<file path="src/rtl/manchester_pkg.sv">
// rtl/manchester_pkg.sv - shared encodings, defaults and helpers for the Manchester decoder
//
// Purpose : state and phase encodings, lock/loss threshold defaults, counter
//           width and a saturating increment used by manchester_2_nrz.
// Ports   : none (package).
package manchester_pkg;

  typedef enum logic {
    HUNT   = 1'b0,
    LOCKED = 1'b1
  } state_t;

  typedef enum logic {
    FIRST  = 1'b0,
    SECOND = 1'b1
  } phase_t;

  localparam int CNT_W        = 4;
  localparam int LOCK_CNT_DEF = 4;
  localparam int LOSS_CNT_DEF = 2;

  localparam logic [CNT_W-1:0] CNT_MAX = '1;

  // Counters stick at all-ones instead of wrapping back to zero.
  function automatic logic [CNT_W-1:0] sat_inc(input logic [CNT_W-1:0] v);
    return (v == CNT_MAX) ? v : v + 4'd1;
  endfunction

endpackage

</file>
<file path="src/rtl/manchester_2_nrz_if.sv">
// rtl/manchester_2_nrz_if.sv - line-side and decoded-side signal bundle for the decoder
//
// Purpose : groups the Manchester input and the decoded NRZ outputs.
// Signals : B_in     - Manchester half-bit stream, one sample per clock
//           B_out    - decoded NRZ bit, held between strobes
//           B_valid  - one-clock strobe for a newly decoded bit
//           locked   - decoder is in LOCKED
//           code_err - one-clock strobe on a violation while LOCKED
// Modports: master drives the line and observes results; slave is the decoder.
interface manchester_2_nrz_if;

  logic B_in;
  logic B_out;
  logic B_valid;
  logic locked;
  logic code_err;

  modport master (
    output B_in,
    input  B_out,
    input  B_valid,
    input  locked,
    input  code_err
  );

  modport slave (
    input  B_in,
    output B_out,
    output B_valid,
    output locked,
    output code_err
  );

endinterface

</file>
<file path="src/rtl/manchester_pair_check.sv">
// rtl/manchester_pair_check.sv - combinational classification of one Manchester half-bit pair
//
// Purpose : (1,0) decodes to 1, (0,1) decodes to 0, equal halves are violations.
// Ports   : first_half  - stored first half-bit
//           second_half - current (second) half-bit
//           pair_valid  - halves differ
//           pair_bit    - decoded value (meaningful only when pair_valid)
module manchester_pair_check (
  input  logic first_half,
  input  logic second_half,
  output logic pair_valid,
  output logic pair_bit
);

  assign pair_valid = first_half ^ second_half;
  assign pair_bit   = first_half;

endmodule

</file>
<file path="src/rtl/manchester_2_nrz.sv">
// rtl/manchester_2_nrz.sv - Manchester to NRZ decoder with hunt/lock framing
//
// Purpose : samples one half-bit per clock, pairs samples, hunts for phase
//           alignment and decodes bits once locked.
// Ports   : clock - rising-edge clock
//           reset - asynchronous active-high reset
//           bus   - slave side of manchester_2_nrz_if (B_in in; B_out,
//                   B_valid, locked, code_err out)
module manchester_2_nrz
  import manchester_pkg::*;
#(
  parameter int LOCK_CNT = LOCK_CNT_DEF,
  parameter int LOSS_CNT = LOSS_CNT_DEF
) (
  input logic               clock,
  input logic               reset,
  manchester_2_nrz_if.slave bus
);

  localparam logic [CNT_W-1:0] LOCK_TH = CNT_W'(LOCK_CNT);
  localparam logic [CNT_W-1:0] LOSS_TH = CNT_W'(LOSS_CNT);

  state_t           state_q, state_n;
  phase_t           phase_q, phase_n;
  logic             fh_q, fh_n;
  logic [CNT_W-1:0] good_q, good_n;
  logic [CNT_W-1:0] bad_q, bad_n;
  logic             b_out_q, b_out_n;
  logic             b_valid_q, b_valid_n;
  logic             code_err_q, code_err_n;

  logic             pair_valid;
  logic             pair_bit;
  logic [CNT_W-1:0] good_inc;
  logic [CNT_W-1:0] bad_inc;

  manchester_pair_check u_pair_check (
    .first_half  (fh_q),
    .second_half (bus.B_in),
    .pair_valid  (pair_valid),
    .pair_bit    (pair_bit)
  );

  assign good_inc = sat_inc(good_q);
  assign bad_inc  = sat_inc(bad_q);

  always_ff @(posedge clock or posedge reset) begin
    if (reset) begin
      state_q    <= HUNT;
      phase_q    <= FIRST;
      fh_q       <= 1'b0;
      good_q     <= '0;
      bad_q      <= '0;
      b_out_q    <= 1'b0;
      b_valid_q  <= 1'b0;
      code_err_q <= 1'b0;
    end else begin
      state_q    <= state_n;
      phase_q    <= phase_n;
      fh_q       <= fh_n;
      good_q     <= good_n;
      bad_q      <= bad_n;
      b_out_q    <= b_out_n;
      b_valid_q  <= b_valid_n;
      code_err_q <= code_err_n;
    end
  end

  always_comb begin
    state_n    = state_q;
    phase_n    = phase_q;
    fh_n       = fh_q;
    good_n     = good_q;
    bad_n      = bad_q;
    b_out_n    = b_out_q;
    b_valid_n  = 1'b0;
    code_err_n = 1'b0;

    if (phase_q == FIRST) begin
      fh_n    = bus.B_in;
      phase_n = SECOND;
    end else begin
      phase_n = FIRST;
      if (state_q == HUNT) begin
        if (pair_valid) begin
          if (good_inc == LOCK_TH) begin
            // The pair that completes the lock is consumed silently.
            state_n = LOCKED;
            good_n  = '0;
            bad_n   = '0;
          end else begin
            good_n = good_inc;
          end
        end else begin
          // Slip by one sample: the current half-bit becomes the new first half.
          good_n  = '0;
          fh_n    = bus.B_in;
          phase_n = SECOND;
        end
      end else begin
        if (pair_valid) begin
          b_out_n   = pair_bit;
          b_valid_n = 1'b1;
          bad_n     = '0;
        end else begin
          code_err_n = 1'b1;
          if (bad_inc == LOSS_TH) begin
            state_n = HUNT;
            good_n  = '0;
            bad_n   = '0;
            fh_n    = bus.B_in;
            phase_n = SECOND;
          end else begin
            bad_n = bad_inc;
          end
        end
      end
    end
  end

  assign bus.B_out    = b_out_q;
  assign bus.B_valid  = b_valid_q;
  assign bus.locked   = (state_q == LOCKED);
  assign bus.code_err = code_err_q;

endmodule

</file>
<file path="src/flat_wrapper.sv">
// flat-port wrapper written by rule: the top's interface ports become plain ports
module manchester_2_nrz_flat import manchester_pkg::*;
#(
  parameter int LOCK_CNT = LOCK_CNT_DEF,
  parameter int LOSS_CNT = LOSS_CNT_DEF
)
  (clock, reset, bus_B_in, bus_B_out, bus_B_valid, bus_locked, bus_code_err);
  manchester_2_nrz_if bus_i ();
  input logic clock;
  input logic reset;
  input wire logic [$bits(bus_i.B_in)-1:0] bus_B_in;
  output wire logic [$bits(bus_i.B_out)-1:0] bus_B_out;
  output wire logic [$bits(bus_i.B_valid)-1:0] bus_B_valid;
  output wire logic [$bits(bus_i.locked)-1:0] bus_locked;
  output wire logic [$bits(bus_i.code_err)-1:0] bus_code_err;
  assign bus_i.B_in = bus_B_in;
  assign bus_B_out = bus_i.B_out;
  assign bus_B_valid = bus_i.B_valid;
  assign bus_locked = bus_i.locked;
  assign bus_code_err = bus_i.code_err;
  manchester_2_nrz #(.LOCK_CNT(LOCK_CNT), .LOSS_CNT(LOSS_CNT)) u_core (.clock(clock), .reset(reset), .bus(bus_i));
endmodule
</file>
<file path="config.mk">
export PLATFORM = sky130hd
export DESIGN_NAME = manchester_2_nrz_flat
export DESIGN_NICKNAME = d
export VERILOG_FILES = /design/src/rtl/manchester_pkg.sv /design/src/rtl/manchester_2_nrz_if.sv /design/src/rtl/manchester_pair_check.sv /design/src/rtl/manchester_2_nrz.sv /design/src/flat_wrapper.sv
export SDC_FILE = /design/constraint.sdc
export NUM_CORES = 1
export LEC_CHECK = 0
export ABC_AREA = 1
export CAP_MARGIN = 20
export CORE_MARGIN = 2
export CORE_UTILIZATION = 35
export CTS_CLUSTER_SIZE = 30
export DETAILED_ROUTE_END_ITERATION = 10
export PLACE_DENSITY = 0.49
export SYNTH_ARGS = -nofsm -noshare
export SYNTH_HDL_FRONTEND = slang
export SYNTH_SLANG_ARGS = --single-unit
</file>
<file path="constraint.sdc">
create_clock -name clock -period 3.85 [get_ports clock]
set_input_delay 0.9625 -clock clock [delete_from_list [all_inputs] [get_ports clock]]
set_output_delay 0.9625 -clock clock [all_outputs]
set_load 0.01 [all_outputs]
</file>
==> impl_metrics.env <==
export IMPL_status="finished, final reports clean"
export IMPL_postCtsHoldBufs=0
export IMPL_netlist_area_um2=930
export IMPL_maxCapViolations=0
export IMPL_drtPass1Iterations=4
export IMPL_critPathSlowestCell="clkdlybuf4s50_1"
export IMPL_worst_path_buf_inv=1
export IMPL_hold_end="u_core.bus.B_out$_DFFE_PP0P_"
export IMPL_synth_avg_cell_area_um2=7.15
export IMPL_vias_per_cell=4.84
export IMPL_setup_ws_ns=1.46
export IMPL_layout_commonest_cell="nand2_1"
export IMPL_syn_nets=136
export IMPL_synth_xor_area_share=0
export IMPL_cts_tree="done"
export IMPL_whs_path_depth=1
export IMPL_clock_latency_ns=0.29
export IMPL_drc=0
export IMPL_ys_types=18
export IMPL_crit_path_end_kind="output pin"
export IMPL_place_hpwl_um=1410
export IMPL_cts_buffers=3
export IMPL_relSlewSlack=0.646
export IMPL_crit_chain="clkdlybuf4s50_1"
export IMPL_finalHoldViolations=0
export IMPL_numPortBuffers=6
export IMPL_synth_top_family_by_area="simple AND/OR/NAND/NOR gates"
export IMPL_r2r_start="u_core.bad_q[0]$_DFFE_PP0P_"
export IMPL_nets=145
export IMPL_finalCritPeriodShare=0.620
export IMPL_row_count=18
export IMPL_antenna_left=0
export IMPL_postPlaceCellArea_um2=1010
export IMPL_die_width_um=55.5
export IMPL_critPathRequiredTime_ns=2.89
export IMPL_n_antenna_cell=0
export IMPL_synthSimpleGateAreaFrac=0.468
export IMPL_post_place_ws_ns=1.55
export IMPL_seq_area_frac_synth=0.377
export IMPL_rr_worst_depth=9
export IMPL_synthAdderAreaFrac=0.0404
export IMPL_leakagePower_nw=0.548
export IMPL_total_power_uw=594
export IMPL_cp_start_kind="register"
export IMPL_clkSlewWorstSetupHoldPaths_ns=0.09
export IMPL_clk_root_buffer_cell="clkbuf_4"
export IMPL_critPathKind="reg2out"
export IMPL_io_pins=7
export IMPL_cellPowerDensity_nw_per_um2=567
export IMPL_fin_area_um2=1050
export IMPL_fmax_mhz=419
export IMPL_drv_slew=0
export IMPL_overflow=0
export IMPL_synthCells=130
export IMPL_synth_compound_area_frac=0.00942
export IMPL_slowest_delay_ns=0.60
export IMPL_cts_setup_buffers=0
export IMPL_r2r_end="u_core.good_q[1]$_DFFE_PP0P_"
export IMPL_final_cell_mix="nand2_1, inv_1, nand3_1, dfrtp_1, nor2_1"
export IMPL_final_util=0.419
export IMPL_cp_arrival_ns=1.42
export IMPL_initial_core_util=0.372
export IMPL_peakVddDrop_mv=0.330
export IMPL_yosys_warnings=0
export IMPL_detail_route_wl_per_cell_um=10.8
export IMPL_cts_resized=0
export IMPL_clock_sinks=14
export IMPL_detail_route_iter0_violations=30
export IMPL_fin_cells=168
export IMPL_crit_family="buffers and inverters"
export IMPL_fin_skew_ns=0.00651
export IMPL_ys_seq_elements=14
export IMPL_die_y_um=55.5
export IMPL_crit_path_max_fanout=8
export IMPL_rsz0062_at_grt="false"
export IMPL_setup_tns_ns=0
export IMPL_min_path_type="reg2reg"
export IMPL_dpl_cell_count=164
export IMPL_finalSetupViolCount=0
export IMPL_r2r_slack_ns=2.22
export IMPL_drive_above_1_share=0.159
export IMPL_vias=813
export IMPL_htree_levels=1
export IMPL_grt_max_degree=15
export IMPL_min_delay_start="u_core.bus.B_out$_DFFE_PP0P_"
export IMPL_grt_pass1_wl_um=3110
export IMPL_area_delta_synth_final_pct=12.8
export IMPL_wl_um=1820
export IMPL_grt_usage=0.130
export IMPL_grt_pass1_vias=748
export IMPL_cts_buffer_depth=2
export IMPL_die_area_um2=3080
export IMPL_antenna_found_initial=0
export IMPL_fin_crit_ns=2.39
export IMPL_coreArea_um2=2500
export IMPL_worst_slew_pin_slew_ns=0.530
export IMPL_gp_congestion=0.748
export IMPL_muxShareOfSynthArea=0.0121
export IMPL_holdWs_ns=0.517
==> state kept, by name, indices dropped and copies added, names as in the netlist <==
signal,flops
u_core.bad_q,4
u_core.bus.B_out,1
u_core.bus.B_valid,1
u_core.bus.code_err,1
u_core.bus.locked,1
u_core.fh_q,1
u_core.good_q,4
u_core.phase_q,1
==> Yosys cell counts <==
cell / instances / area (um^2)
nor2_1: 10 / 37.5
nor2_4: 1 / 11.3
o21ai_2: 1 / 8.76
nand2_4: 2 / 22.5
nand3_1: 16 / 80.1
mux2_2: 1 / 11.3
nand2_2: 7 / 43.8
dfrtp_1: 14 / 350
inv_1: 18 / 67.6
nand2_1: 42 / 158
nand4_1: 5 / 31.3
or2_1: 1 / 6.26
nor2_2: 3 / 18.8
or2_0: 1 / 6.26
buf_4: 2 / 15.0
inv_2: 1 / 3.75
ha_1: 3 / 37.5
nand3_2: 2 / 20.0
==> per-layer routing <==
| layer | GRT usage | part of all wire | vias to the layer above |
|---|---|---|---|
| li1 | - | - | 424 |
| met2 | 0.209 | 0.44 | 17 |
| met4 | 0.0906 | 0.033 | 0 |
| met3 | 0.0141 | 0.028 | 6 |
| met5 | 0 | 0 | - |
| met1 | 0.161 | 0.50 | 366 |
==> area by class of cell <==
class,count,area [um^2]
well taps,30,37.5
multi-input cells,95,493
clock buffers,4,36.3
repair buffers,6,60.1
fillers,259,1450
inverters,19,71.3
flip-flops and latches,14,350
==> how the worst max path moves through the flow <==
stage                                        from                      endpoint  cells after the start
floorplan                                bus_B_in  u_core.good_q[3]$_DFFE_PP0P_                      7
global placement                         bus_B_in  u_core.good_q[1]$_DFFE_PP0P_                      8
detailed placement                       bus_B_in  u_core.good_q[1]$_DFFE_PP0P_                      8
CTS                 u_core.bus.locked$_DFFE_PP0P_                    bus_locked                      1
global route        u_core.bus.locked$_DFFE_PP0P_                    bus_locked                      1
finish              u_core.bus.locked$_DFFE_PP0P_                    bus_locked                      1
==> power by group <==
| group | internal (mW) | switching, mW | leakage (nW) |
|---|---|---|---|
| combinational | 0.0955 | 0.145 | 0.341 |
| clock | 0.0576 | 0.0506 | 0.0210 |
| sequential | 0.184 | 0.0609 | 0.186 |
==> kinds of logic after synthesis <==
| family | Yosys count |
|---|---|
| AND/OR/NAND/NOR | 90 |
| buffers and inverters | 21 |
| flip-flops | 14 |
| adder cells (fa/ha/maj) | 3 |
| AO/OA/AOI/OAI | 1 |
| multiplexers | 1 |
(Power assumes the default switching activity.)
